### config.mk
export PLATFORM = sky130hd
export DESIGN_NAME = id_ex_stage
export DESIGN_NICKNAME = d
export VERILOG_FILES = /design/src/rtl/id_ex_stage.sv
export SDC_FILE = /design/constraint.sdc
export NUM_CORES = 1
export LEC_CHECK = 0
export BUFFER_PORTS_ARGS = -buffer_cell sky130_fd_sc_hd__buf_2
export CAP_MARGIN = 10
export CORE_AREA = 3 3 154 156
export CTS_BUF_LIST = sky130_fd_sc_hd__clkbuf_8
export DETAILED_ROUTE_END_ITERATION = 12
export DIE_AREA = 0 0 157 159
export GPL_TIMING_DRIVEN = 0
export PLACE_DENSITY = 0.69
export SYNTH_ARGS = -nofsm -noshare
export SYNTH_HDL_FRONTEND = slang
export SYNTH_SLANG_ARGS = --single-unit
### constraint.sdc
create_clock -name clk -period 4.5 [get_ports clk]
set_clock_uncertainty 0.2 [all_clocks]
set_input_delay 0.45 -clock clk [delete_from_list [all_inputs] [get_ports clk]]
set_output_delay 0.45 -clock clk [all_outputs]
set_load 0.02 [all_outputs]
### src/rtl/id_ex_stage.sv
// id_ex_stage: single-entry ID/EX pipeline register with operand bypass and load-use stall (bypass/refresh enabled by ID_EX_FWD_EN)
module id_ex_stage (
  input  logic        clk,
  input  logic        rst_n,
  input  logic        in_valid,
  output logic        in_ready,
  input  logic [31:0] in_pc,
  input  logic [31:0] in_imm,
  input  logic [4:0]  in_rs1,
  input  logic [4:0]  in_rs2,
  input  logic [4:0]  in_rd,
  input  logic [31:0] in_rd1,
  input  logic [31:0] in_rd2,
  input  logic [15:0] in_ctrl,
  input  logic        in_we,
  input  logic        in_is_load,
  input  logic        exm_we,
  input  logic [4:0]  exm_rd,
  input  logic [31:0] exm_data,
  input  logic        wb_we,
  input  logic [4:0]  wb_rd,
  input  logic [31:0] wb_data,
  input  logic        flush,
  output logic        out_valid,
  input  logic        out_ready,
  output logic [31:0] out_pc,
  output logic [31:0] out_imm,
  output logic [15:0] out_ctrl,
  output logic [4:0]  out_rd,
  output logic        out_we,
  output logic        out_is_load,
  output logic [4:0]  out_rs1,
  output logic [4:0]  out_rs2,
  output logic [31:0] out_a,
  output logic [31:0] out_b
);
  logic        valid_q, valid_d;
  logic [31:0] pc_q, pc_d, imm_q, imm_d, a_q, a_d, b_q, b_d;
  logic [15:0] ctrl_q, ctrl_d;
  logic [4:0]  rs1_q, rs1_d, rs2_q, rs2_d, rd_q, rd_d;
  logic        we_q, we_d, load_q, load_d;
  logic        hazard, in_fire, out_fire, ref_a, ref_b;

  assign out_fire = valid_q & out_ready;
  assign in_ready = (~valid_q | out_ready) & ~hazard;
  assign in_fire  = in_valid & in_ready;

`ifdef ID_EX_FWD_EN
  logic exm_a, exm_b, wb_a, wb_b;
  assign hazard = in_valid & valid_q & load_q & we_q & (rd_q != 5'd0) & ((in_rs1 == rd_q) | (in_rs2 == rd_q));
  assign exm_a  = exm_we & (exm_rd != 5'd0) & (exm_rd == rs1_q);
  assign exm_b  = exm_we & (exm_rd != 5'd0) & (exm_rd == rs2_q);
  assign wb_a   = wb_we & (wb_rd != 5'd0) & (wb_rd == rs1_q);
  assign wb_b   = wb_we & (wb_rd != 5'd0) & (wb_rd == rs2_q);
  assign out_a  = exm_a ? exm_data : wb_a ? wb_data : a_q;
  assign out_b  = exm_b ? exm_data : wb_b ? wb_data : b_q;
  // a stalled entry picks up late write-backs so they are not lost when wb moves on
  assign ref_a  = valid_q & ~out_fire & ~flush & wb_a;
  assign ref_b  = valid_q & ~out_fire & ~flush & wb_b;
`else
  logic haz1, haz2, unused_fwd;
  assign haz1   = (in_rs1 != 5'd0) & ((valid_q & we_q & (in_rs1 == rd_q)) | (exm_we & (in_rs1 == exm_rd)));
  assign haz2   = (in_rs2 != 5'd0) & ((valid_q & we_q & (in_rs2 == rd_q)) | (exm_we & (in_rs2 == exm_rd)));
  assign hazard = in_valid & (haz1 | haz2);
  assign out_a  = a_q;
  assign out_b  = b_q;
  assign ref_a  = 1'b0;
  assign ref_b  = 1'b0;
  assign unused_fwd = ^{exm_data, wb_we, wb_rd};
`endif

  assign out_valid   = valid_q;
  assign out_pc      = pc_q;
  assign out_imm     = imm_q;
  assign out_ctrl    = ctrl_q;
  assign out_rd      = rd_q;
  assign out_we      = we_q;
  assign out_is_load = load_q;
  assign out_rs1     = rs1_q;
  assign out_rs2     = rs2_q;

  // next-state: flush beats capture, capture beats drain, otherwise hold
  always_comb begin
    valid_d = flush ? 1'b0 : in_fire ? 1'b1 : out_fire ? 1'b0 : valid_q;
    pc_d    = in_fire ? in_pc : pc_q;
    imm_d   = in_fire ? in_imm : imm_q;
    ctrl_d  = in_fire ? in_ctrl : ctrl_q;
    rs1_d   = in_fire ? in_rs1 : rs1_q;
    rs2_d   = in_fire ? in_rs2 : rs2_q;
    rd_d    = in_fire ? in_rd : rd_q;
    we_d    = in_fire ? in_we : we_q;
    load_d  = in_fire ? in_is_load : load_q;
    a_d     = in_fire ? in_rd1 : ref_a ? wb_data : a_q;
    b_d     = in_fire ? in_rd2 : ref_b ? wb_data : b_q;
  end

  // state register with synchronous active-low reset
  always_ff @(posedge clk) begin
    if (!rst_n) begin
      valid_q <= 1'b0;
      pc_q    <= '0;
      imm_q   <= '0;
      ctrl_q  <= '0;
      rs1_q   <= '0;
      rs2_q   <= '0;
      rd_q    <= '0;
      we_q    <= 1'b0;
      load_q  <= 1'b0;
      a_q     <= '0;
      b_q     <= '0;
    end else begin
      valid_q <= valid_d;
      pc_q    <= pc_d;
      imm_q   <= imm_d;
      ctrl_q  <= ctrl_d;
      rs1_q   <= rs1_d;
      rs2_q   <= rs2_d;
      rd_q    <= rd_d;
      we_q    <= we_d;
      load_q  <= load_d;
      a_q     <= a_d;
      b_q     <= b_d;
    end
  end
endmodule

Yosys cells after proc, flatten, opt, wreduce, memory -nomap -nowiden
Index checks and enable logic that the tools add are counted.
{ "word_totals": {"input_bits": 242, "out_inout_bits": 163, "wordCells": 39, "reg_bits": 162} }
{ "op_classes": {"n_mux": 2, "bitwise_logic": 18, "eq_ne": 4, "reduce_logical": 4} }
{ "ops": {"columns": ["operator", "n"], "rows": [
  ["$eq 5x5->1", 4],
  ["$and 1x1->1", 11],
  ["$reduce_bool 5->1", 2],
  ["$or 1x1->1", 4],
  ["$not 1->1", 3],
  ["$mux 1", 2],
  ["$reduce_bool 2->1", 1],
  ["$reduce_or 2->1", 1]
]} }

Logic depth before layout (Yosys ltp)
Gate-level depths: netlist (run 1).
{ "depth": {"depth_word": 10, "mapped_depth": 8, "depth_no_buf": 6} }

Worst setup path after synthesis (run 1)
Ideal clock, no wire load.
{ "synth_timing": {"kind": "in2out", "from": "input port in_rs1[0]", "to": "output port in_ready", "slack_ns": 2.019, "arrival_time_ns": 1.831, "cell_stages": 5, "required_ns": 3.850, "path_buffers": 0, "cell_sequence": "or4_1 -> nor2_1 -> or4_1 -> o211ai_2 -> a21boi_0"} }
{ "synth_between": {"elab_chain_cells": 8, "elab_cells_between_ends": 11, "cone_classes": "eq/ne (2); bitwise (8); reduce/logical (1)"} }
{ "synth_lines": {"columns": ["item", "line", "source"], "rows": [
  ["start: declaration", "9", "input logic [4:0] in_rs1,"],
  ["$eq 5x5->1", "62", "assign haz1 = (in_rs1 != 5'd0) & ((valid_q & we_q & (in_rs1 == rd_q)) | (exm_we & (in_rs1 == exm_rd)));"],
  ["$and 1x1->1", "62", null],
  ["$or 1x1->1", "62", null],
  ["$and 1x1->1 (*)", "62", null],
  ["$or 1x1->1 (*)", "64", "assign hazard = in_valid & (haz1 | haz2);"],
  ["$and 1x1->1 (*)", "64", null],
  ["$not 1->1 (*)", "45", "assign in_ready = (~valid_q | out_ready) & ~hazard;"],
  ["$and 1x1->1 (*)", "45", null],
  ["end: declaration", "6", "output logic in_ready,"]
]} }
Mark *: on every way between the ends. The rest lies on a longest branch, timed or not.

Final worst setup path (run 1)
{ "layout_timing": {"from": "register rd_q[4] (netlist: out_rd[4])", "to": "output port in_ready"} }
{ "layout_between": {"elab_chain_cells": 8, "elab_cells_between_ends": 12, "cone_classes": "eq/ne (2); bitwise (10)"} }
{ "layout_lines": {"columns": ["item", "line", "source"], "rows": [
  ["start: declaration", "40", "logic [4:0] rs1_q, rs1_d, rs2_q, rs2_d, rd_q, rd_d;"],
  ["start signal: assignment", "118", "rd_q <= rd_d;"],
  ["$eq 5x5->1 (on tied branches)", "62, 63", null],
  ["$and 1x1->1 (on tied branches)", "62, 63", null],
  ["$or 1x1->1 (on tied branches)", "62, 63", null],
  ["$and 1x1->1 (on tied branches)", "62, 63", null],
  ["$or 1x1->1 (*)", "64", null],
  ["$and 1x1->1 (*)", "64", null],
  ["$not 1->1 (*)", "45", null],
  ["$and 1x1->1 (*)", "45", null]
]} }
Marks and branches as above.

==> key figures, run 1 <==
Run status
  • Outcome: completed

Logic synthesis
  • Synth unique cells: 21
  • Syn Inst Count: ~740
  • Post-synthesis average cell area: around 9.0 µm²
  • Synthesis Warnings: 0
  • Mapped Nets: between 900 and 1,000
  • #FFs+latches synth: 162
  • Sequential fraction of the synthesis area: between 40% and 50%
  • Cell Area, Synth: 0.00668 mm²

Power
  • Gate power share: between 10% and 20%
  • Net Sw Frac: a little under a third
  • Cell Pwr Density: about 360 mW/mm²
  • Share of power burned in registers: between 40% and 50%
  • Clk pwr share: a little under a third
  • Internal Power: around 2.3 mW
  • VDD IR max: 156 µV
  • NetSw: 0.996 mW
  • Leak: about 4.7 nW

Worst setup path
  • CP Launch Type: flop
  • Worst reg2reg startpoint: out_rd[4]
  • R2R cell count: 8
  • Req. time, crit path: between 3 and 4 ns
  • Crit path max fanout: 4
  • Worst r2r dst: out_imm[22]
  • Crit path DAT: 1.99 ns
  • Setup crit start: out_rd[4]
  • Critical path type: flop to output pin
  • Flop-to-flop setup slack: 2.20 ns
  • CP Capture Type: output pin
  • CP Capture Point: in_ready

Route
  • Drt total wl: roughly 20,000 µm
  • Drt pass-1 iters: 4
  • Initial DRC count: roughly 240
  • Detailed-route via count: 6,169
  • Remaining antenna violation count: 0
  • WL/cell: between 10 and 15 µm
  • Vias/cell: about 4.4
  • Drt drc: 0

Clocking
  • Root Driver: clkbuf_8
  • # H-tree levels: 4
  • CTS tree: yes
  • Later-pin clock latency in the skew report: 0.43 ns
  • # resized after CTS: 0
  • # clock sinks: about 160
  • Clock buffer count from CTS: 17
  • CTS Buffer Depth: 2
  • Clock-pin slew on the worst setup and hold paths: around 0.10 ns

Global route
  • Largest net degree at the start of global routing: 17
  • All-Layer GR Usage: roughly 16%
  • Vias in the first global route: approximately 6,000
  • GRT Max-Usage Layer: met2
  • First-pass GRT wire length: ~32,000 µm
  • Total gr overflow: 0
  • Met1 global-route usage: between 10% and 20%
  • GRT met2 Usage: 26.8%
  • Initial antenna violation count: 1
  • M3 GR Usage: approximately 4.9%

Floorplan
  • CORE AREA: 0.0225 mm²
  • Die Span X: about 160 µm
  • Cell Rows: 55
  • Die span in y: roughly 160 µm
  • IO Pins: between 400 and 500
  • Initial Util: between 20% and 30%
  • Die Area: about 0.025 mm²

Layout
  • Fillers: 2,323
  • Ant diodes: 0
  • Syn-to-layout area delta: 36.0%
  • Commonest non-fill, non-tap cell in the layout: buf_2
  • Layout cells sized above 1: between 30% and 40%
  • Nets@finish: roughly 1,300
  • Commonest cells after routing, fill and taps aside: buf_2 (333), nand2_1 (324), dfxtp_1 (162), mux2i_1 (161), clkbuf_1 (36)

Timing
  • Final setup margin: approximately 1.9 ns
  • Fmax: between 300 and 400 MHz
  • Slew Limit Fails: 0
  • Minimum clock period: about 2.6 ns
  • TNS Setup: 0 ns
  • Slew @ Worst Pin: 0.729 ns
  • Final hold vios: 0
  • RSZ-0062 raised after global routing: false
  • Rel. slew slack: between 50% and 60%
  • Setup-failing EPs final: 0
  • Final worst-path cycle share: roughly 59%

Placement
  • Dpl hpwl: approximately 16,000 µm
  • Routability cong.: between 0.8 and 0.9
  • # port buffers: about 330
  • Pre-CTS setup slack: 1.66 ns

Run
  • Max-capacitance violation count: 0

Hold path
  • HP Class: primary input to flop
[per-stage QoR]
step / power [mW] / instance area, µm² / std cells / hold WS [ns] / utilization [%]
3_3_place_gp: 2.26 / 8700 / 1357 / 0.239 / 38.7
2_1_floorplan: 2.01 / 6680 / 739 / 0.333 / -
6_report: 3.25 / 9080 / 1389 / 0.0427 / 40.4
3_5_place_dp: 2.27 / 8700 / 1357 / 0.244 / 38.7
4_1_cts: 3.31 / 9070 / 1388 / 0.00194 / 40.3
5_1_grt: 3.43 / 9080 / 1389 / 0.00162 / 40.4
[repair_timing]
item | in CTS | in global routing
buffers inserted | 0 | 0
endpoints found under the setup margin | 0 | 0
hold endpoints to repair | 0 | 1
hold buffers | 0 | 1
[power groups by stage]
stage,logic [mW],registers (mW),clock network [mW]
floorplan,0.259,1.75,0
global route,0.695,1.60,1.13
finish,0.639,1.59,1.03
detailed placement,0.645,1.62,0
CTS,0.646,1.59,1.07
global placement,0.637,1.62,0
[critical path, cell delays in order (launching register included)]
cell and delay (ns):
dfxtp_1 0.44, xnor2_1 0.16, nand4_1 0.10, or4_1 0.42
o211ai_2 0.14, a21boi_0 0.13, buf_2 0.17
[sequential cells by signal, summed over array words and instances, names as in the netlist]
signal / count
out_rs2: 5
out_pc: 32
out_rs1: 5
out_rd: 5
out_ctrl: 16
out_b: 32
out_we: 1
out_is_load: 1
out_valid: 1
out_imm: 32
out_a: 32
[cell type report]
type	count	area [µm²]	area share (%)
Buffer	53	300	3.31
Timing Repair Buffer	334	1680	18.5
Clock inverter	12	108	1.19
Inverter	1	3.75	0.0413
Clock buffer	19	262	2.88
Sequential cell	162	3240	35.7
Multi-Input combinational cell	523	3130	34.5
Tap cell	285	357	3.93
[per-layer routing]
layer	vias to the layer above	part of all wire (%)
li1	3087	-
met1	2828	43
met2	226	48
met3	26	7.4
met4	2	1.6
met5	-	0.063
[worst min-delay path by stage]
stage	slack (ns)	cells after the start	to	startpoint
global route	0.002	3	out_a[30]	in_rd1[30]
global placement	0.24	2	out_a[5]	out_a[5]
detailed placement	0.24	2	out_a[15]	out_a[15]
CTS	0.002	3	out_a[10]	in_rd1[10]
finish	0.04	3	out_b[1]	in_rd2[1]
floorplan	0.33	2	out_a[0]	out_a[0]
[synth_stat cells]
cell type / number / share of area (%)
nand2_1: 324 / 18
buf_4: 7 / 0.79
o21ai_0: 1 / 0.075
and3b_1: 1 / 0.13
nand4b_1: 1 / 0.13
nor2_4: 1 / 0.17
nor4_1: 3 / 0.28
inv_1: 1 / 0.056
nand2b_1: 1 / 0.094
nand4_1: 1 / 0.094
mux2i_1: 161 / 24
a32oi_1: 1 / 0.13
xor2_1: 14 / 1.8
dfxtp_1: 162 / 49
clkbuf_1: 36 / 2.0
xnor2_1: 6 / 0.79
a21boi_0: 1 / 0.11
o211ai_2: 1 / 0.19
buf_6: 10 / 1.7
or4_1: 3 / 0.34
nor2_1: 3 / 0.17
[cell families (layout without fill, tap and decap cells)]
group	count (synthesis)	in the layout	synth area share (%)
compound gates	4	4	0.506
simple gates	338	338	19.6
flops	162	162	48.6
mux	161	161	24.1
buf+inv	54	419	4.55
xor+xnor	20	20	2.62
Note: power is estimated with default switching activity, not from simulation.
==> run 2: changes to the inputs <==
==> config.mk (replaced) <==
export PLATFORM = sky130hd
export DESIGN_NAME = id_ex_stage
export DESIGN_NICKNAME = d
export VERILOG_FILES = /design/src/rtl/id_ex_stage.sv
export SDC_FILE = /design/constraint.sdc
export NUM_CORES = 1
export LEC_CHECK = 0
export ABC_AREA = 1
export BUFFER_PORTS_ARGS = -buffer_cell sky130_fd_sc_hd__buf_2
export CAP_MARGIN = 10
export CORE_AREA = 3 3 155 157
export CTS_BUF_LIST = sky130_fd_sc_hd__clkbuf_8
export DETAILED_ROUTE_END_ITERATION = 12
export DIE_AREA = 0 0 158 160
export GPL_TIMING_DRIVEN = 0
export PLACE_DENSITY = 0.72
export SYNTH_ARGS = -nofsm -noshare
export SYNTH_HDL_FRONTEND = slang
export SYNTH_SLANG_ARGS = --single-unit
==> constraint.sdc (replaced) <==
create_clock -name clk -period 2.4 [get_ports clk]
set_clock_uncertainty 0.2 [all_clocks]
set_input_delay 0.24 -clock clk [delete_from_list [all_inputs] [get_ports clk]]
set_output_delay 0.24 -clock clk [all_outputs]
set_load 0.02 [all_outputs]
==> run 2 against run 1 <==
- critical path depth is 6 higher
- global-route usage is 4.0 points higher
- first-iteration DRC count is 100% higher
- combinational power grew to 2.7 times the previous value
- synthesized cell count is 52% higher
- count of clock-buffer cells in the layout is 2 lower
- die area is 1.3% higher
- flip-flop and latch count stayed put
- core utilization is 8.2 points higher
- cell count is 40% higher
- sequential share of layout area is 6.2 points lower
- critical path type is now primary input to output pin
==> key figures, run 2 <==
Layout
  • Commonest cells after routing, fill and taps aside: nand2_1 (374), buf_2 (363), nor2_1 (340), inv_1 (175), dlygate4sd3_1 (163)
  • Fillers: ~2,100
  • Multi-input gate area: roughly 0.0028 mm²
  • Layout cells sized above 1: 24.6%
  • Layout Cells excl Fill: 1,938
  • Syn-to-layout area delta: 58.3%
  • Final core utilization: between 40 and 50%
  • Final Cell Area: approximately 0.011 mm²
  • Nets@finish: 1,880
  • Commonest non-fill, non-tap cell in the layout: nand2_1
  • Register area: 0.00324 mm²

Worst setup path
  • Critical path type: primary input to output pin
  • CP Capture Type: output pin
  • Flop-to-flop setup slack: approximately 0.24 ns
  • Crit path DAT: about 1.8 ns
  • Slowest CP cell: dlygate4sd3_1
  • Most frequent CP cell: nand2_1
  • Req. time, crit path: just under 2 ns
  • Crit path largest cell delay: 0.55 ns
  • Worst r2r dst: out_imm[22]
  • Crit path max fanout: 4
  • R2R cell count: 13
  • Worst reg2reg startpoint: out_rd[4]
  • CP Launch Type: primary input
  • Critical path, cell by cell: dlygate4sd3_1 -> buf_2 -> inv_1 -> nand2_1 -> nand2_1 -> nor2_1 -> nand3_1 -> nand2_1 -> nand2_1 -> nand2_1 -> a21oi_2 -> buf_4

Run
  • Max-capacitance violation count: 0

Floorplan
  • Die Span X: between 150 and 200 µm
  • Die Area: around 0.025 mm²
  • Die span in y: around 160 µm
  • Initial Util: about 31%
  • CORE AREA: between 0.02 and 0.025 mm²
  • IO Pins: between 400 and 500
  • Cell Rows: 55

Logic synthesis
  • Syn Inst Count: around 1,100
  • EDFF count, synth: 0
  • Largest cells by area after synthesis: dfxtp_1 (47%), nand2_1 (20%), nor2_1 (18%)
  • Mapped Nets: 1,365
  • Sequential fraction of the synthesis area: around 47%
  • Async S/R FF share, synth: 0%
  • Cell Area, Synth: between 0.006 and 0.007 mm²
  • Ys flop type: dfxtp_1
  • Synth unique cells: 14
  • Top post-synthesis cells by count: nand2_1 (374), nor2_1 (340), inv_1 (174)
  • Post-synthesis average cell area: 6.18 µm²
  • Synth area leader: dfxtp_1
  • Synthesis Warnings: 0
  • #FFs+latches synth: approximately 160
  • Area share of the largest cell type after synthesis: 46.7%
  • Top-count cell post-synth: nand2_1

Placement
  • Dpl cells: 1,741
  • Pre-CTS setup slack: -0.101 ns
  • # port buffers: about 330
  • Dpl hpwl: 17,000 µm
  • Routability cong.: 0.857
  • Area after DPL: 0.00897 mm²

Global route
  • Initial antenna violation count: 1
  • Vias in the first global route: between 8,000 and 9,000
  • First-pass GRT wire length: between 40,000 and 50,000 µm
  • Total gr overflow: 0
  • All-Layer GR Usage: between 10% and 20%
  • Largest net degree at the start of global routing: 17

Timing
  • Fmax: between 400 and 500 MHz
  • Rel. slew slack: between 40% and 50%
  • Final hold vios: 0
  • TNS Setup: 0 ns
  • Final worst-path cycle share: 94.1%
  • Slew @ Worst Pin: approximately 0.80 ns
  • Setup-failing EPs final: 0
  • Minimum clock period: around 2.3 ns
  • Worst hold slack: about 0.28 ns
  • Slew Limit Fails: 0
  • Final setup margin: about 0.14 ns
  • RSZ-0062 raised after global routing: false

Power
  • Cell Pwr Density: just over 600 mW/mm²
  • VDD IR max: 329 µV
  • Leak: 6.26 nW
  • Power consumption: approximately 6.8 mW

Clocking
  • Later-pin clock latency in the skew report: 0.43 ns
  • Clock buffer count from CTS: 17
  • CTS Buffer Depth: 2
  • # H-tree levels: 4
  • Clock-pin slew on the worst setup and hold paths: 0.09 ns
  • Root Driver: clkbuf_8
  • # clock sinks: about 160
  • CTS tree: yes
  • Post-CTS Setup Bufs: 0

Route
  • Initial DRC count: 486
  • Remaining antenna violation count: 0
  • Drt drc: 0
  • Detailed-route via count: roughly 8,200
  • Drt pass-1 iters: 5
  • WL/cell: approximately 13 µm
  • Drt total wl: 25,800 µm
  • Vias/cell: approximately 4.2

Hold path
  • Hold Crit Start: in_valid
  • Hold path cells: 6
  • Worst Hold Path EP: out_pc[21]
  • HP Class: primary input to flop

Run status
  • Outcome: completed
-- run 2: cell count changes after synthesis, sizes merged, moves of 12 or more --
cell    before  now
nor2         4  340
mux2i      161    0
buf         17   35
xor2        14    2
clkbuf      36   18
nand2      324  374
inv          1  179
-- run 2: area by class of cell --
cell class | instances | area share (%)
Timing Repair Buffer | 496 | 30.0
Sequential cell | 162 | 29.5
Multi-Input combinational cell | 729 | 25.3
Inverter | 179 | 6.11
Tap cell | 285 | 3.24
Buffer | 53 | 2.30
Clock buffer | 17 | 2.13
Clock inverter | 15 | 1.35
Antenna cell | 2 | 0.0455
-- run 2: worst max-delay path, delay by kind of cell --
kind | cells | cell delay, ns
compound gates | 1 | 0.13
simple gates | 7 | 0.50
buf+inv | 4 | 0.95
-- run 2: logic make-up (layout without fill, tap and decap cells) --
family                 Yosys count  in the layout  synth area share (%)
flip-flops                     162            162                  46.7
AND/OR/NAND/NOR                723            723                  39.5
buffers and inverters          232            760                  13.3
AO/OA/AOI/OAI                    4              4                 0.288
other                            0              2                     0
XOR/XNOR                         2              2                 0.252
-- run 2: per-layer routing --
| layer | vias to the layer above | share of wire [%] | track usage (%) |
|---|---|---|---|
| met5 | - | 0 | 0 |
| met4 | 0 | 4.8 | 10.3 |
| met3 | 84 | 6.4 | 5.23 |
| met2 | 316 | 49 | 34.9 |
| met1 | 3574 | 40 | 21.4 |
| li1 | 4219 | - | - |
-- run 2: where the power goes --
| group | switching, mW | total (mW) | internal [mW] |
|---|---|---|---|
| Sequential | 0.125 | 3.05 | 2.93 |
| Clock | 1.14 | 1.99 | 0.851 |
| Combinational | 1.04 | 1.74 | 0.693 |
| Total | 2.30 | 6.77 | 4.47 |
-- run 2: worst max-delay path by stage --
stage,slack (ns),to,from
final,0.14,in_ready,in_rs1[4]
after global routing,0.0006,out_b[20],out_rd[4]
after CTS,0.10,out_b[27],in_rs2[4]
after detailed placement,-0.10,out_b[26],rst_n
after global placement,-0.1,out_b[19],rst_n
after floorplan,0.53,out_b[10],out_rd[4]
-- run 2: repair_timing --
item | 4_1_cts | 5_1_grt
gates resized for setup | 0 | 4
hold buffers | 163 | 0
endpoints found under the setup margin | 0 | 91
hold endpoints to repair | 162 | 0
==> run 3: changes to the inputs <==
--- a/config.mk
+++ b/config.mk
@@ -5,13 +5,12 @@
 export SDC_FILE = /design/constraint.sdc
 export NUM_CORES = 1
 export LEC_CHECK = 0
-export ABC_AREA = 1
 export BUFFER_PORTS_ARGS = -buffer_cell sky130_fd_sc_hd__buf_2
 export CAP_MARGIN = 10
-export CORE_AREA = 3 3 155 157
+export CORE_AREA = 3 3 154 156
 export CTS_BUF_LIST = sky130_fd_sc_hd__clkbuf_8
 export DETAILED_ROUTE_END_ITERATION = 12
-export DIE_AREA = 0 0 158 160
+export DIE_AREA = 0 0 157 159
 export GPL_TIMING_DRIVEN = 0
 export PLACE_DENSITY = 0.72
 export SYNTH_ARGS = -nofsm -noshare
==> run 3 against run 2 <==
- highest routed layer unchanged
- largest power group unchanged
- routed wire length down 3.7%
- largest cell class unchanged
- critical path type is now flop to flop
- fmax fell by 3.2%
- register-to-register slack got worse by 0.17 ns
==> key figures, run 3 (synthesis results as in run 1) <==
Run status
  • Outcome: completed

Worst setup path
  • Crit path largest cell delay: ~0.56 ns
  • Req. time, crit path: between 2 and 3 ns
  • Slowest CP cell: dlygate4sd3_1
  • Crit path max fanout: 4
  • CP Launch Type: flop
  • Buf+Inv Stages, Crit Path: 1
  • Critical path type: flop to flop
  • Critical path, cell by cell: xnor2_1 -> nand4_1 -> or4_4 -> o211ai_4 -> o21ai_0 -> and3b_1 -> dlygate4sd3_1
  • Crit path DAT: ~2.5 ns
  • CP Capture Type: flop
  • Delay-heaviest family, CP: simple AND/OR/NAND/NOR gates

Power
  • Cell Pwr Density: 605 mW/mm²
  • VDD IR max: ~320 µV
  • Net Sw Frac: between 30 and 40%
  • Leak: 5.42 nW
  • Share of power burned in registers: a little under half
  • Gate power share: 22.3%
  • Internal Power: 4.54 mW
  • NetSw: around 2.0 mW
  • Power consumption: approximately 6.5 mW
  • Clk pwr share: about a third

Floorplan
  • Initial Util: between 20% and 30%
  • IO Pins: about 410
  • Cell Rows: 55
  • CORE AREA: approximately 0.023 mm²
  • Die span in y: about 160 µm
  • Die Span X: ~160 µm
  • Die Area: 0.0250 mm²

Global route
  • Largest net degree at the start of global routing: 17
  • First-pass GRT wire length: between 30,000 and 40,000 µm
  • All-Layer GR Usage: a little under a fifth
  • Initial antenna violation count: 1
  • Vias in the first global route: roughly 7,500
  • Total gr overflow: 0

Clocking
  • Clock-pin slew on the worst setup and hold paths: 0.09 ns
  • Later-pin clock latency in the skew report: roughly 0.43 ns
  • Root Driver: clkbuf_8
  • CTS tree: yes
  • CTS Buffer Depth: 2
  • Clock buffer count from CTS: 17
  • # H-tree levels: 4
  • # clock sinks: approximately 160

Timing
  • Minimum clock period: around 2.3 ns
  • Final hold vios: 0
  • Slew @ Worst Pin: approximately 0.89 ns
  • Rel. slew slack: between 40% and 50%
  • Setup-failing EPs final: 0
  • Final worst-path cycle share: 97.3%
  • RSZ-0062 raised after global routing: true
  • Slew Limit Fails: 0
  • Fmax: approximately 430 MHz

Route
  • Drt pass-1 iters: 4
  • Initial DRC count: 346
  • Detailed-route via count: just over 7,000
  • Remaining antenna violation count: 0
  • Drt total wl: 24,800 µm
  • WL/cell: ~16 µm
  • Vias/cell: 4.58
  • Drt drc: 0

Layout
  • Nets@finish: 1,499
  • Syn-to-layout area delta: 61.9%
  • Commonest cells after routing, fill and taps aside: buf_2 (332), nand2_1 (324), dlygate4sd3_1 (163), mux2i_1 (160), dfxtp_1 (157)
  • Commonest non-fill, non-tap cell in the layout: buf_2
  • Layout cells sized above 1: 31.2%
  • Layout Cells excl Fill: 1,556
  • Fillers: a little over 2,000

Placement
  • # port buffers: roughly 330
  • Routability cong.: about 0.85
  • Dpl cells: 1,357
  • Dpl hpwl: ~16,000 µm

Run
  • Max-capacitance violation count: 0

Hold path
  • HP Class: primary input to flop
[run 3: cell types whose count changed in the layout (fill, tap and decap cells not counted), moves of 18 or more]
cell / before / now
nand2_1: 374 / 324
nor2_1: 340 / 3
mux2i_1: 0 / 160
buf_2: 363 / 332
inv_1: 175 / 1
clkbuf_1: 18 / 36
[run 3: final timing paths]
path                            startpoint    endpoint  slack (ns)  cells past startpoint
worst max-delay path             out_rd[4]   out_valid        0.07                      7
worst min-delay path              in_valid   out_pc[5]        0.25                      5
worst max register to register   out_rd[4]   out_valid        0.07                      7
worst min register to register  out_pc[10]  out_pc[10]        0.26                      2
[run 3: final cells by class]
class	count	area (µm²)	area share (%)
Sequential cell	162	3250	30.1
Antenna cell	1	2.50	0.0231
Tap cell	285	357	3.30
Clock inverter	13	149	1.38
Timing Repair Buffer	499	3320	30.7
Buffer	53	304	2.81
Multi-Input combinational cell	523	3160	29.2
Inverter	1	3.75	0.0347
Clock buffer	19	262	2.42
[run 3: worst register-to-register path, stage by stage (launching register included)]
cell	delay [ns]
dfxtp_2	0.41
xnor2_1	0.14
nand4_1	0.09
or4_4	0.44
o211ai_4	0.12
o21ai_0	0.09
and3b_1	0.19
dlygate4sd3_1	0.56
[run 3: metrics by stage]
| stage | TNS, ns | hold WS, ns | instance area [µm²] | util, % | setup WS, ns |
|---|---|---|---|---|---|
| floorplan | 0 | 0.182 | 6680 | - | 0.339 |
| global placement | -18.06 | 0.239 | 8700 | 38.7 | -0.208 |
| detailed placement | -22.33 | 0.244 | 8700 | 38.7 | -0.253 |
| CTS | -0.0145 | 0.240 | 10800 | 47.8 | -0.0145 |
| global route | -0.129 | 0.254 | 10800 | 48.1 | -0.0422 |
| finish | 0 | 0.251 | 10800 | 48.1 | 0.0655 |
[run 3: power groups by stage]
| stage | clock network, mW | registers (mW) | logic [mW] |
|---|---|---|---|
| floorplan | 0 | 3.27 | 0.485 |
| global placement | 0 | 3.04 | 1.20 |
| detailed placement | 0 | 3.04 | 1.21 |
| CTS | 2.18 | 2.98 | 1.42 |
| global route | 2.29 | 3.01 | 1.56 |
| finish | 2.09 | 2.99 | 1.46 |
[run 3: what timing repair did]
item	CTS	global route
endpoints found under the setup margin	1	92
pin swaps	5	4
setup buffers	1	2
gates resized for setup	7	7
hold buffers	163	0
hold endpoints to repair	162	0
[run 3: metal layers]
metal  global-route usage [%]  routed length, µm  vias to the layer above
li1                         -                  -                     3430
met1                     21.3               9930                     3304
met2                     33.1              12200                      317
met3                     5.44               1640                       72
met4                     8.99               1030                        0
met5                        0                  0                        -
